**src/rtl/fxp_phase_acc.sv**
```systemverilog
// Wrapped fixed-point phase accumulator. It produces a counted or continuous stream of
// signed angles in [-PI, PI) with a valid/ready handshake. Optional o_wrap output: FXP_PHASE_ACC_WRAP_EN.
module fxp_phase_acc #(
  parameter int WOI = 4,
  parameter int WOF = 12,
  parameter int WC  = 16
) (
  input  logic                 rstn,
  input  logic                 clk,
  input  logic                 start,
  input  logic                 stop,
  input  logic [WOI+WOF-1:0]   step,
  input  logic [WOI+WOF-1:0]   phase0,
  input  logic [WC-1:0]        count,
  output logic                 o_valid,
  input  logic                 o_ready,
  output logic [WOI+WOF-1:0]   o_phase,
  output logic                 busy,
  output logic                 done,
  output logic                 cfg_err
`ifdef FXP_PHASE_ACC_WRAP_EN
  ,
  output logic                 o_wrap
`endif
);

  localparam int W      = WOI + WOF;
  localparam int PI_INT = $rtoi(3.141592653589793 * (2.0 ** WOF) + 0.5);
  localparam logic signed [W:0] PI     = PI_INT[W:0];
  localparam logic signed [W:0] TWO_PI = PI <<< 1;

  typedef enum logic [1:0] {S_IDLE, S_RUN, S_DONE} state_t;

  state_t          r_state;
  logic [W-1:0]    r_acc;
  logic [W-1:0]    r_step;
  logic [WC-1:0]   r_remaining;
  logic            r_cont;
  logic            r_valid;
  logic            r_done;
  logic            r_cfg_err;
`ifdef FXP_PHASE_ACC_WRAP_EN
  logic            r_wrap;
`endif

  logic signed [W:0] w_step_ext;
  logic signed [W:0] w_phase0_ext;
  logic signed [W:0] w_sum;
  logic              w_cfg_ok;
  logic              w_hs;
  logic              w_wrap_hi;
  logic              w_wrap_lo;
  logic [W-1:0]      w_next;

  // Extending by one bit keeps acc + step exact: both lie in [-PI, PI), and PI is below 2^(W-1).
  // NOTE: give every always_comb output a default before any branch so no latch is inferred.
  always_comb begin
    w_step_ext   = {step[W-1], step};
    w_phase0_ext = {phase0[W-1], phase0};
    w_cfg_ok     = (w_step_ext > -PI) && (w_step_ext < PI) &&
                   (w_phase0_ext >= -PI) && (w_phase0_ext < PI);
    w_hs         = r_valid & o_ready;
    w_sum        = {r_acc[W-1], r_acc} + {r_step[W-1], r_step};
    w_wrap_hi    = (w_sum >= PI);
    w_wrap_lo    = (w_sum < -PI);
    w_next       = W'(w_sum);
    if (w_wrap_hi)      w_next = W'(w_sum - TWO_PI);
    else if (w_wrap_lo) w_next = W'(w_sum + TWO_PI);
  end

  // NOTE: sequential state uses non-blocking assignments only, so every register updates from pre-edge values.
  always_ff @(posedge clk) begin
    if (!rstn) begin
      r_state     <= S_IDLE;
      r_acc       <= '0;
      r_step      <= '0;
      r_remaining <= '0;
      r_cont      <= 1'b0;
      r_valid     <= 1'b0;
      r_done      <= 1'b0;
      r_cfg_err   <= 1'b0;
`ifdef FXP_PHASE_ACC_WRAP_EN
      r_wrap      <= 1'b0;
`endif
    end else begin
      r_done    <= 1'b0;
      r_cfg_err <= 1'b0;
      case (r_state)
        S_IDLE: begin
          if (start) begin
            if (w_cfg_ok) begin
              r_state     <= S_RUN;
              r_acc       <= phase0;
              r_step      <= step;
              r_remaining <= count;
              r_cont      <= (count == '0);
              r_valid     <= 1'b1;
`ifdef FXP_PHASE_ACC_WRAP_EN
              r_wrap      <= 1'b0;
`endif
            end else begin
              r_cfg_err <= 1'b1;
            end
          end
        end
        S_RUN: begin
          if (w_hs) begin
            r_acc       <= w_next;
            r_remaining <= r_remaining - WC'(1);
`ifdef FXP_PHASE_ACC_WRAP_EN
            r_wrap      <= w_wrap_hi | w_wrap_lo;
`endif
          end
          // A stop does not cancel a handshake in the same cycle; that sample is still delivered.
          if (stop || (w_hs && !r_cont && (r_remaining == WC'(1)))) begin
            r_state <= S_DONE;
            r_valid <= 1'b0;
            r_done  <= 1'b1;
          end
        end
        S_DONE:  r_state <= S_IDLE;
        default: r_state <= S_IDLE;
      endcase
    end
  end

  assign o_valid = r_valid;
  assign o_phase = r_acc;
  assign busy    = (r_state != S_IDLE);
  assign done    = r_done;
  assign cfg_err = r_cfg_err;
`ifdef FXP_PHASE_ACC_WRAP_EN
  assign o_wrap  = r_wrap & r_valid;
`endif

endmodule

```
**config.mk**
```make
export PLATFORM = sky130hd
export DESIGN_NAME = fxp_phase_acc
export DESIGN_NICKNAME = d
export VERILOG_FILES = /design/src/rtl/fxp_phase_acc.sv
export SDC_FILE = /design/constraint.sdc
export NUM_CORES = 1
export LEC_CHECK = 0
export CAP_MARGIN = 20
export CELL_PAD_IN_SITES_DETAIL_PLACEMENT = 0
export CELL_PAD_IN_SITES_GLOBAL_PLACEMENT = 1
export CORE_ASPECT_RATIO = 1.2
export CORE_MARGIN = 1.5
export CORE_UTILIZATION = 30
export DETAILED_ROUTE_END_ITERATION = 6
export PLACE_DENSITY_LB_ADDON = 0.1
export SLEW_MARGIN = 20
export SYNTH_ARGS = -nofsm -noshare
export SYNTH_HDL_FRONTEND = slang
export SYNTH_SLANG_ARGS = --single-unit
```
**constraint.sdc**
```tcl
create_clock -name clk -period 5.5 [get_ports clk]
set_input_delay 0.825 -clock clk [delete_from_list [all_inputs] [get_ports clk]]
set_output_delay 0.825 -clock clk [all_outputs]
set_load 0.02 [all_outputs]
```
==> results of run 1 <==
## state kept, by name (all words and copies together) (netlist names)
| register | flops |
|---|---|
| cfg_err | 1 |
| r_remaining | 16 |
| o_phase | 16 |
| o_valid | 1 |
| r_step | 16 |
| r_cont | 1 |
| done | 1 |
| r_state | 2 |
## layer usage
metal | global-route usage, % | part of all wire (%) | up-vias
met5 | 0 | 0 | -
li1 | - | - | 2222
met3 | 1.58 | 3.2 | 15
met2 | 34.9 | 51 | 87
met4 | 6.33 | 2.0 | 0
met1 | 24.9 | 44 | 2141
## layout make-up
class	instances	area [um2]	area share [%]
timing repair buffer	78	766	14.5
tap	171	214	4.05
multi-input combinational	460	3020	57.1
sequential	54	1080	20.4
inverter	16	60.1	1.14
clock buffer	7	143	2.70
clock inverter	1	5.00	0.0947
## through the flow
stage          power [W]  std cells  area, um2
2_1_floorplan   0.000572        562       4280
3_3_place_gp    0.000678        779       5130
3_5_place_dp    0.000678        779       5140
4_1_cts          0.00101        787       5290
5_1_grt          0.00105        787       5290
6_report         0.00100        787       5290
## synth_stat cells, drive strengths merged (9+ instances only)
library cell	n	area, um2
inv	15	56.3
nor4	11	68.8
nor3	13	70.1
clkbuf	24	91.3
nand3	25	125
a32oi	9	78.8
a211oi	12	95.1
nor2	66	248
o21ai	39	199
a21oi	51	259
dfxtp	54	1080
mux2i	20	200
nand2	49	184
and3	9	56.3
ha	21	263
xnor2	15	131
## tightest hold or removal path: cells and delay by family (launching register included)
kind | cells | cell delay, ps
AOI/OAI and AO/OA | 1 | 60
buffers and inverters | 1 | 50
DFF | 1 | 330
## kinds of logic (layout without fill, tap and decap cells)
family	Yosys count	after routing	synth area share, %
AND/OR/NAND/NOR	203	203	22.8
AO/OA/AOI/OAI	194	194	31.8
flip-flops	54	54	25.2
buffers and inverters	48	102	4.53
adder cells (fa/ha/maj)	22	22	6.60
XOR/XNOR	21	21	4.29
multiplexers	20	20	4.67
## worst max path at each step
stage / startpoint / endpoint / slack [ps] / cells past startpoint
6_report: o_phase[0] / o_phase[8] / 1340 / 17
5_1_grt: o_phase[0] / o_phase[15] / 1090 / 17
4_1_cts: o_phase[0] / o_phase[15] / 1430 / 17
3_5_place_dp: step[2] / o_phase[12] / 1350 / 10
3_3_place_gp: step[0] / o_phase[12] / 1370 / 11
2_1_floorplan: o_phase[0] / o_phase[12] / 1830 / 18
## power by group
part	switching [W]	internal, W
sequential	0.0000128	0.000405
clock	0.000150	0.000181
combinational	0.000145	0.000108
==> results_dict.tcl, run 1 <==
set metrics [dict create \
    final_core_util_pct 38.1 \
    finalCriticalPeriod_ps 4160 \
    synth_edf_count 0 \
    cts_buffers 5 \
    ys_seq_area_share_pct 25.2 \
    core_um2 13900 \
    ant_nets 0 \
    grt_pass1_vias 4281 \
    holdWs_ps 493 \
    r2r_slack_ps 1340 \
    min_from "r_remaining[6]" \
    cp_max_fo 9 \
    fmax_mhz 241 \
    cts_tree "done" \
    syn_area_per_cell_um2 7.62 \
    port_buffers 72 \
    diodes 0 \
    clk_pin_slew_worst_paths_ps 70 \
    required_ps 5730 \
    startpoint_type "register" \
    fin_tns_setup_ps 0 \
    r2r_cells 17 \
    slowest_delay_ps 510 \
    hold_buffers 0 \
    crit_slowest_cell "o311ai_1" \
    cts_resized 0 \
    async_flop_share_pct 0 \
    layout_commonest_cell "clkdlybuf4s50_1" \
    holdPathStages 2 \
    status "finished with violations" \
    ctsRootBufferMaster "clkbuf_16" \
    reg2reg_from "o_phase[0]" \
    routed_wl_um 14900 \
    synth_cells 562 \
    clkLatencyLatePin_ps 300 \
    rsz0062_at_grt "false" \
    h-tree-depth 2 \
    dr.pass1.iters 7 \
    rows 47 \
    postCtsSetupBuffers 0 \
    setup_viol 0 \
    dieHeight_um 134 \
    end_kind "register" \
    vias_per_cell 5.67 \
    tightest_slew_ps 728 \
    drtIter0Drc 283 \
    initial_core_util_pct 30.9 \
    holdPathEnd "r_remaining[6]" \
    drive_gt1_share_pct 6.01 \
    reg2reg_to "o_phase[8]" \
    grt_first_pass_wirelength_um 23200 \
    syn2layout_area_growth_pct 23.4 \
    avgRoutedWirePerCell_um 19.0 \
    finalWorstSetupSlack_ps 1340 \
    ir_drop_mv 0.106 \
    grt.total_usage_pct 19.5 \
    critPathBufInv 1 \
    nFillCells 1481 \
    timing.final.max_slew_violations 0 \
    nets 690 \
    gp_congestion 0.840 \
    syn-num-nets 637 \
    vias 4465 \
    dp_slack_ps 1350 \
    synth_cell_type_count 77 \
    violations "DRC" \
    p_per_area_nw_per_um2 189 \
    max_cap_viol_count 0 \
    cts_buffer_depth 2 \
    grt_antenna_before_repair 0 \
    ios 73 \
    fp.dieArea_um2 15000 \
    max-slew-margin-rel_pct 51.0 \
    grt_max_degree 37 \
    synth_area_um2 4280 \
    cp_data_arrival_time_ps 4390 \
    fin_crit_sh_pct 75.6 \
    ys_warn_count 0 \
    dpl.hpwl_um 11400 \
    dominantRegCellSynth "dfxtp_1" \
    path_cells "ha_1 > inv_1 > fa_1 > nor2b_4 > o21ai_0 > nand2b_1 > xor2_1 > ha_1 > nand2_1 > o32ai_1 > a32oi_1 > o311ai_1 > a31oi_2 > a32oi_1 > xnor2_1 > nand2_1 > a21oi_1" \
    hp-class "reg -> reg" \
    ys_ff_latch 54 \
    layout_common_cells "clkdlybuf4s50_1 (72), nor2_1 (65), dfxtp_1 (54)" \
    path_delay_family "compound AO/OA/AOI/OAI gates" \
    leakagePower_nw 2.00 \
    drc 6 \
    grt_overflow 0 \
    cts_sinks 54 \
    die_w_um 112 \
    hold_violations 0 \
    fin_worst_skew_ps 7.85 \
    criticalPathCategory "reg -> reg" \
]
No activity file was read; power rests on OpenSTA's default activity.
==> inputs of run 2 (changes only) <==
==> constraint.sdc (replaced) <==
create_clock -name clk -period 3.5 [get_ports clk]
set_input_delay 0.525 -clock clk [delete_from_list [all_inputs] [get_ports clk]]
set_output_delay 0.525 -clock clk [all_outputs]
set_load 0.02 [all_outputs]
==> run 2 against run 1 <==
The flow finishes with violations (DRC, setup timing). Sequential share of layout area decreased by 2.4 points. First-iteration DRC count increased by 15%. Register-to-register slack got worse by 1400 ps. Clock power increased by 69%. Count of clock-buffer cells in the layout increased by 1. Maximum frequency increased by 18%. Sequential power increased by 57%. Global-route usage increased by 0.92 points. Cell count increased by 8.0%. Core utilization increased by 5.3 points. Critical path type unchanged.
==> results_dict.tcl, run 2 (synthesized netlist as in run 1, its figures left out) <==
set metrics [dict create \
    dieHeight_um 134 \
    ios 73 \
    grt_max_degree 39 \
    rows 47 \
    nFillCells 1439 \
    setup_viol 5 \
    rsz0062_at_grt "true" \
    h-tree-depth 2 \
    tightest_slew_ps 676 \
    ant_nets 0 \
    stdcell_count 850 \
    core_um2 13900 \
    cp_max_fo 8 \
    cpMostUsedCell "xnor2_1" \
    dr.pass1.iters 7 \
    dpl.hpwl_um 12000 \
    p_per_area_nw_per_um2 282 \
    initial_core_util_pct 30.9 \
    drive_gt1_share_pct 20.3 \
    crit_slowest_cell "dfxtp_1" \
    cts_buffer_depth 2 \
    path_cells "ha_1 > and2_4 > a221o_1 > o31a_1 > xnor2_1 > o311ai_2 > buf_4 > a31oi_4 > buf_6 > a32oi_2 > xnor2_1 > nand2_1 > a21oi_2" \
    grt_pass1_vias 4693 \
    cts_sinks 54 \
    fmax_mhz 284 \
    clkLatencyLatePin_ps 300 \
    hp-class "reg -> reg" \
    vias 4775 \
    layout_commonest_cell "clkdlybuf4s50_1" \
    diodes 0 \
    cts_buffers 5 \
    nets 753 \
    die_w_um 112 \
    cts_tree "done" \
    fp.dieArea_um2 15000 \
    drtIter0Drc 325 \
    dp.cells 838 \
    grt_util_met3_pct 1.99 \
    status "finished with violations" \
    max_cap_viol_count 0 \
    slowest_delay_ps 420 \
    required_ps 3730 \
    avgRoutedWirePerCell_um 18.3 \
    clk_pin_slew_worst_paths_ps 70 \
    grt_antenna_before_repair 0 \
    vias_per_cell 5.62 \
    ctsRootBufferMaster "clkbuf_16" \
    grt.total_usage_pct 20.5 \
    cp_data_arrival_time_ps 3750 \
    end_kind "register" \
    violations "DRC, setup timing" \
    timing.final.max_slew_violations 0 \
    criticalPathCategory "reg -> reg" \
    layout_common_cells "clkdlybuf4s50_1 (72), nor2_1 (64), buf_4 (63)" \
    use_met2_pct 36.8 \
    grt_overflow 0 \
    hold_violations 0 \
    syn2layout_area_growth_pct 40.7 \
    fin_tns_setup_ps -73.7 \
    fin_crit_sh_pct 101 \
    ir_drop_mv 0.179 \
    gp_congestion 0.836 \
    use_met1_pct 25.0 \
    port_buffers 72 \
    final_core_util_pct 43.4 \
    startpoint_type "register" \
    leakagePower_nw 2.35 \
    finalWorstSetupSlack_ps -20.2 \
    holdWs_ps 490 \
    dp_slack_ps -260 \
    grt.busiest_layer "met2" \
    finalCriticalPeriod_ps 3520 \
    drc 7 \
    routed_wl_um 15500 \
    grt_first_pass_wirelength_um 24500 \
    fin_worst_skew_ps 7.92 \
    max-slew-margin-rel_pct 54.5 \
]
-- run 2: worst max-delay path, delay by kind of cell (launching register included) --
kind | cells | cell delay, ps
compound gates | 6 | 1420
xor+xnor | 2 | 610
flops | 1 | 420
buf+inv | 2 | 360
fa+ha+maj | 1 | 340
simple gates | 2 | 290
-- run 2: metal layers --
| metal | part of all wire [%] | routed length, um |
|---|---|---|
| met5 | 0 | 0 |
| met4 | 3.0 | 471 |
| met3 | 3.5 | 539 |
| met2 | 50 | 7810 |
| met1 | 43 | 6710 |
-- run 2: through the flow --
| stage | total power, W | area [um2] |
|---|---|---|
| after floorplan | 0.000900 | 4300 |
| after global placement | 0.00112 | 5600 |
| after detailed placement | 0.00112 | 5610 |
| after CTS | 0.00170 | 5910 |
| after global routing | 0.00178 | 6030 |
| final | 0.00170 | 6030 |
-- run 2: area by class of cell --
class,instances,area (um2),share of cell area [%]
multi-input combinational,460,3230,53.6
timing repair buffer,141,1270,21.1
sequential,54,1080,18.0
tap,171,214,3.55
clock buffer,8,166,2.76
inverter,16,60.1,0.997
-- run 2: repair_timing --
| item | CTS | global route |
|---|---|---|
| gates cloned | 0 | 0 |
| endpoints found under the setup margin | 13 | 15 |
| hold buffers | 0 | 0 |
| buffers inserted | 4 | 0 |
| pin swaps | 21 | 24 |
| resized for setup | 23 | 25 |
-- run 2: final timing paths --
kind / endpoint / from / cells past startpoint / slack [ps]
setup / recovery: o_phase[8] / r_step[7] / 13 / -20
setup reg to reg: o_phase[8] / r_step[7] / 13 / -20
hold reg to reg: r_remaining[6] / r_remaining[6] / 2 / 490
hold / removal: r_remaining[6] / r_remaining[6] / 2 / 490
-- run 2: power by group --
part	switching, W	leakage, nW	total, W	internal (W)
combinational	0.000255	1.83	0.000485	0.000230
clock	0.000234	0.0832	0.000559	0.000325
sequential	0.0000201	0.439	0.000656	0.000636
total	0.000509	2.35	0.00170	0.00119
